## config.mk

```make
export PLATFORM = sky130hd
export DESIGN_NAME = pipe_ctrl
export DESIGN_NICKNAME = d
export VERILOG_FILES = /design/src/rtl/pipe_ctrl.sv
export SDC_FILE = /design/constraint.sdc
export NUM_CORES = 1
export LEC_CHECK = 0
export CAP_MARGIN = 20
export CORE_ASPECT_RATIO = 2
export CORE_MARGIN = 1.5
export CORE_UTILIZATION = 45
export DETAILED_ROUTE_END_ITERATION = 12
export PLACE_DENSITY = 0.79
export RECOVER_POWER = 50
export SYNTH_ARGS = -nofsm -noshare
export SYNTH_HDL_FRONTEND = slang
export SYNTH_SLANG_ARGS = --single-unit
```

## constraint.sdc

```tcl
create_clock -name clk -period 2.76 [get_ports clk]
set_input_delay 0.552 -clock clk [delete_from_list [all_inputs] [get_ports clk]]
set_output_delay 0.552 -clock clk [all_outputs]
set_load 0.01 [all_outputs]
```

## src/rtl/pipe_ctrl.sv

```systemverilog
// -----------------------------------------------------------------------------
// pipe_ctrl -- pipeline sequencing controller for the 5-stage MIPS core.
//
// Drives the hold (stall) and zero (flush) inputs of the IF/ID, ID/EX, EX/MEM
// and MEM/WB pipeline registers. It resolves load-use hazards, taken-branch
// flushes and multi-cycle data-memory waits. It also counts stalled cycles and
// halts the pipe if the data memory stays busy for too long.
//
// Outputs are Mealy: they decode the state and the current inputs, so they
// are valid before the clock edge that they act on.
//
// Optional feature macro: PIPE_CTRL_FWD_EN
//   defined   -> forwarding exists, so only load-use hazards insert a bubble
//   undefined -> EX/MEM register writes that ID reads also insert a bubble
//
// Parameters:
//   TIMEOUT  consecutive dmem_busy cycles that force HALT (0 = never)
//   CW       width of stall_cycles
//
// Ports:
//   clk, rst                 clock, asynchronous active-high reset
//   id_rs, id_rt             source registers of the instruction in ID
//   ex_memread, ex_rt        EX holds a load writing ex_rt
//   ex_regwrite, ex_rd       EX register write (no-forwarding build only)
//   mem_regwrite, mem_rd     MEM register write (no-forwarding build only)
//   mem_branch_taken         branch resolved taken in MEM
//   dmem_busy                data memory not ready this cycle
//   pc/ifid/idex/exmem_stall hold the PC / pipeline register
//   ifid/idex/exmem/memwb_zero  zero the pipeline register at the next edge
//   halted                   sticky memory-timeout indication
//   stall_cycles             saturating count of cycles with pc_stall=1
// -----------------------------------------------------------------------------
module pipe_ctrl #(
  parameter int TIMEOUT = 16,
  parameter int CW      = 16
) (
  input  logic          clk,
  input  logic          rst,
  input  logic [4:0]    id_rs,
  input  logic [4:0]    id_rt,
  input  logic          ex_memread,
  input  logic [4:0]    ex_rt,
  input  logic          ex_regwrite,
  input  logic [4:0]    ex_rd,
  input  logic          mem_regwrite,
  input  logic [4:0]    mem_rd,
  input  logic          mem_branch_taken,
  input  logic          dmem_busy,
  output logic          pc_stall,
  output logic          ifid_stall,
  output logic          idex_stall,
  output logic          exmem_stall,
  output logic          ifid_zero,
  output logic          idex_zero,
  output logic          exmem_zero,
  output logic          memwb_zero,
  output logic          halted,
  output logic [CW-1:0] stall_cycles
);

  typedef enum logic [1:0] {RUN, WAIT, HALT} state_t;

  // wait_cnt only has to reach TIMEOUT-1.
  localparam int WCW = (TIMEOUT < 2) ? 1 : $clog2(TIMEOUT + 1);
  localparam logic [WCW-1:0] WAIT_LAST = WCW'(TIMEOUT - 1);

  state_t         state, state_nxt;
  logic [WCW-1:0] wait_cnt, wait_cnt_nxt;
  logic           load_use, raw, hazard;

  // Register 0 is hard-wired to zero, so it never carries a dependency.
  assign load_use = ex_memread && (ex_rt != 5'd0) &&
                    ((ex_rt == id_rs) || (ex_rt == id_rt));

`ifdef PIPE_CTRL_FWD_EN
  // Forwarding covers ordinary RAW dependencies; these inputs are unused.
  logic unused_fwd;
  assign unused_fwd = ^{ex_regwrite, ex_rd, mem_regwrite, mem_rd};
  assign raw        = 1'b0;
`else
  assign raw = (ex_regwrite  && (ex_rd  != 5'd0) && ((ex_rd  == id_rs) || (ex_rd  == id_rt))) ||
               (mem_regwrite && (mem_rd != 5'd0) && ((mem_rd == id_rs) || (mem_rd == id_rt)));
`endif

  assign hazard = load_use || raw;

  // NOTE: every signal written here gets a default first, so no path leaves
  // one unassigned and no latch is inferred.
  always_comb begin
    state_nxt    = state;
    wait_cnt_nxt = wait_cnt;
    pc_stall     = 1'b0;
    ifid_stall   = 1'b0;
    idex_stall   = 1'b0;
    exmem_stall  = 1'b0;
    ifid_zero    = 1'b0;
    idex_zero    = 1'b0;
    exmem_zero   = 1'b0;
    memwb_zero   = 1'b0;
    halted       = 1'b0;

    unique case (state)
      RUN, WAIT: begin
        if (dmem_busy) begin
          // Freeze everything up to MEM and push a bubble into WB. A taken
          // branch in MEM is held there and flushed on the exit cycle.
          pc_stall    = 1'b1;
          ifid_stall  = 1'b1;
          idex_stall  = 1'b1;
          exmem_stall = 1'b1;
          memwb_zero  = 1'b1;
          if (state == RUN) begin
            state_nxt    = WAIT;
            wait_cnt_nxt = WCW'(1);
          end else if ((TIMEOUT != 0) && (wait_cnt == WAIT_LAST)) begin
            state_nxt = HALT;
          end else begin
            wait_cnt_nxt = wait_cnt + WCW'(1);
          end
        end else begin
          // The exit cycle of WAIT decodes exactly like RUN.
          if (mem_branch_taken) begin
            ifid_zero  = 1'b1;
            idex_zero  = 1'b1;
            exmem_zero = 1'b1;
          end else if (hazard) begin
            pc_stall   = 1'b1;
            ifid_stall = 1'b1;
            idex_zero  = 1'b1;
          end
          state_nxt    = RUN;
          wait_cnt_nxt = '0;
        end
      end
      HALT: begin
        pc_stall    = 1'b1;
        ifid_stall  = 1'b1;
        idex_stall  = 1'b1;
        exmem_stall = 1'b1;
        ifid_zero   = 1'b1;
        idex_zero   = 1'b1;
        exmem_zero  = 1'b1;
        memwb_zero  = 1'b1;
        halted      = 1'b1;
      end
      default: state_nxt = RUN;
    endcase

    // Reset has to flush the pipe registers even before the first edge.
    if (rst) begin
      pc_stall    = 1'b0;
      ifid_stall  = 1'b0;
      idex_stall  = 1'b0;
      exmem_stall = 1'b0;
      ifid_zero   = 1'b1;
      idex_zero   = 1'b1;
      exmem_zero  = 1'b1;
      memwb_zero  = 1'b1;
      halted      = 1'b0;
    end
  end

  // NOTE: sequential state uses non-blocking assignments so that every
  // register samples its inputs from before the edge.
  always_ff @(posedge clk or posedge rst) begin
    if (rst) begin
      state    <= RUN;
      wait_cnt <= '0;
    end else begin
      state    <= state_nxt;
      wait_cnt <= wait_cnt_nxt;
    end
  end

  always_ff @(posedge clk or posedge rst) begin
    if (rst) begin
      stall_cycles <= '0;
    end else if (pc_stall && (stall_cycles != '1)) begin
      stall_cycles <= stall_cycles + CW'(1);
    end
  end

endmodule
```

==> summary.txt <==
Pwr
  • Static leakage: around 1.3 nW
  • Worst vdd ir: around 0.0006 V
  • Cell Pwr Density: 422.8 nW/µm²

CTS
  • Clock Pin Slew Worst Setup and Hold Paths: 80 ps
  • Root Buffer: clkbuf_8
  • CTS Buffer Depth: 2
  • Cts bufs inserted: 3
  • CTS tree: yes
  • Worst-Skew Late Latency: 260 ps
  • H-tree depth: 1
  • Clk sinks: 23

Cells and area
  • Layout cells sized above 1: 0.2132
  • Layout fillers: 245
  • # nets final: ~310
  • Fin util: 0.7587
  • Area grow syn2layout: 59.36%
  • Number of diodes: 0
  • Post-Layout Cell Count: 320

Die
  • I/O pins: 57
  • Die area: 4047 µm²
  • Die Y: roughly 88 µm
  • FP Rows: 30
  • Core area: 3453 µm²
  • Initial Util: 0.4761
  • Chip width: 45.74 µm

Placed design
  • Place WS: -405.0 ps
  • IO Port Bufs: 56
  • RD Place Congestion: 0.9273
  • Cells after DPL: approximately 320
  • Detailed Place HPWL: approximately 3900 µm

Route
  • Routed vias: 1688
  • Vias per cell: 5.275
  • DRT Pass-1 Iters: 4
  • Drt initial violations: 25
  • Post-DR wirelength/cell: roughly 16 µm
  • DRC Markers: 0
  • DRT Wirelength: 4977 µm
  • Post-DRT Antenna Nets: 0

STA
  • Crit path time final: 2757 ps
  • Setup ws final: 3.089 ps
  • Final setup viols: 0
  • Max-slew violations: 0
  • Worst-Margin Slew: between 1000 and 1500 ps
  • Final hold violations: 0
  • Relative slew slack: 0.2416
  • Fmax: 0.3627 GHz
  • Tcrit/Tclk final: 0.9989
  • Final hold slack: 489.0 ps
  • Layout Skew: 1.823 ps

Logic synthesis
  • Mapped Nets: approximately 220
  • Gate Count Post-Synth: 187
  • Synth unique cells: 34
  • Seq/Total Area, Yosys: 0.3501
  • Synthesized flop and latch total: 23
  • Area contributors post-synth: dfrtp_1 35%, xor2_1 17%, xnor2_1 6.4%
  • Asr flop ratio synth: 1.000
  • Synthesized cell area: around 1600 µm²
  • Yosys warning total: 0
  • EDFF count, synth: 0
  • Post-synth top area share: 0.3501
  • Predominant post-synthesis flop cell: dfrtp_1
  • Yosys top cell by area: dfrtp_1
  • Syn avg cell area: ~9 µm²

Setup path
  • Worst setup EP type: primary output
  • Worst Path Max Fanout: 3
  • CP Class: in -> out
  • Startpoint Class: primary input
  • CP Data Arrival Time: 2200 ps
  • Worst EP required: ~2200 ps

Flow run
  • Max-cap violations: 0

GRT
  • Vias in the first global route: 1684
  • Initial antenna violation count: 0
  • Largest net degree at the start of global routing: 22
  • Global-route wire length before repair: 7217 µm
  • GRT Util Overall: 0.2480
  • Grt total ovfl: 0

Outcome
  • Status: completed

Worst hold path
  • HP Class: reg -> reg
## stage by stage
stage / area (µm²) / power [mW] / TNS, ps
after global placement: 2465 / 0.8838 / -1559
after CTS: 2539 / 1.112 / 0
after detailed placement: 2465 / 0.8977 / -1614
after global routing: 2620 / 1.169 / -89.33
final: 2620 / 1.108 / 0
after floorplan: 1644 / 0.6370 / 0
## cell usage after synthesis (all sizes together), types with 2 or more instances
cell     n
a21oi    6
a22o     2
a22oi    2
and2     3
and3     7
buf      5
clkbuf   2
dfrtp   23
ha       3
inv      7
nand2   13
nand2b   4
nand3   14
nor2    15
nor2b    2
nor3    13
o21ai    9
o22ai    2
or4      3
xnor2   12
xor2    32
## layer usage
layer	share of wire	routed length [µm]	GRT usage
met5	0	0	0
met4	0.036	179	0.1091
met2	0.56	2806	0.4930
met1	0.34	1687	0.2272
met3	0.061	303	0.03469
## layout make-up
class                           instances  area (µm²)  share of cell area
Multi-Input combinational cell        150        1090              0.4160
Clock buffer                            4       45.04             0.01719
Sequential cell                        23       575.6              0.2197
Timing Repair Buffer                   88       823.3              0.3142
Inverter                                7       26.28             0.01003
Tap cell                               48       60.06             0.02292
## layout by cell type, fill, tap and decap left out, types with 7 or more instances in the layout
master | netlist | final
clkdlybuf4s50_1 | 0 | 35
dfrtp_1 | 23 | 23
and3_1 | 7 | 7
dlymetal6s2s_1 | 0 | 12
nor3_1 | 13 | 10
xnor2_1 | 12 | 12
nand2_1 | 13 | 13
nand3_1 | 14 | 14
nor2_1 | 15 | 15
inv_1 | 7 | 7
buf_4 | 3 | 30
xor2_1 | 32 | 27
## cell families after synthesis
logic type | Yosys count | share of synthesized area
buf+inv | 14 | 0.04338
xor+xnor | 44 | 0.2344
simple gates | 75 | 0.2245
fa+ha+maj | 3 | 0.02283
flops | 23 | 0.3501
compound gates | 26 | 0.1119
mux | 2 | 0.01294
## sequential cells by signal, indices dropped and copies added (netlist names)
name and count:
wait_cnt 5, stall_cycles 16, state 2
## worst max-delay path, cell delays in order
cell	delay (ps)
clkdlybuf4s50_1	470
or4_4	540
o21ai_2	140
o22ai_2	120
o21ai_1	180
nand2b_1	70
buf_2	140
## where the power goes
| group | total (mW) | switching, mW | internal (mW) |
|---|---|---|---|
| registers | 0.469 | 0.0784 | 0.391 |
| clock network | 0.207 | 0.104 | 0.103 |
| logic | 0.432 | 0.184 | 0.248 |
## final timing paths
path	cells past startpoint	startpoint	endpoint	slack [ps]
worst min register to register	1	stall_cycles[11]	stall_cycles[11]	490
worst max register to register	9	state[1]	stall_cycles[11]	500
worst max-delay path	7	ex_rd[2]	idex_zero	3
worst min-delay path	1	stall_cycles[11]	stall_cycles[11]	490
min in group asynchronous	2	rst	wait_cnt[2]	570
max in group asynchronous	3	rst	stall_cycles[14]	910
## timing repair
action	CTS	global route
setup buffers	1	0
resized for setup	24	22
pin swaps	6	8
setup endpoints to repair	5	5
hold buffers	0	0
Power figures use the tool's default switching activity.
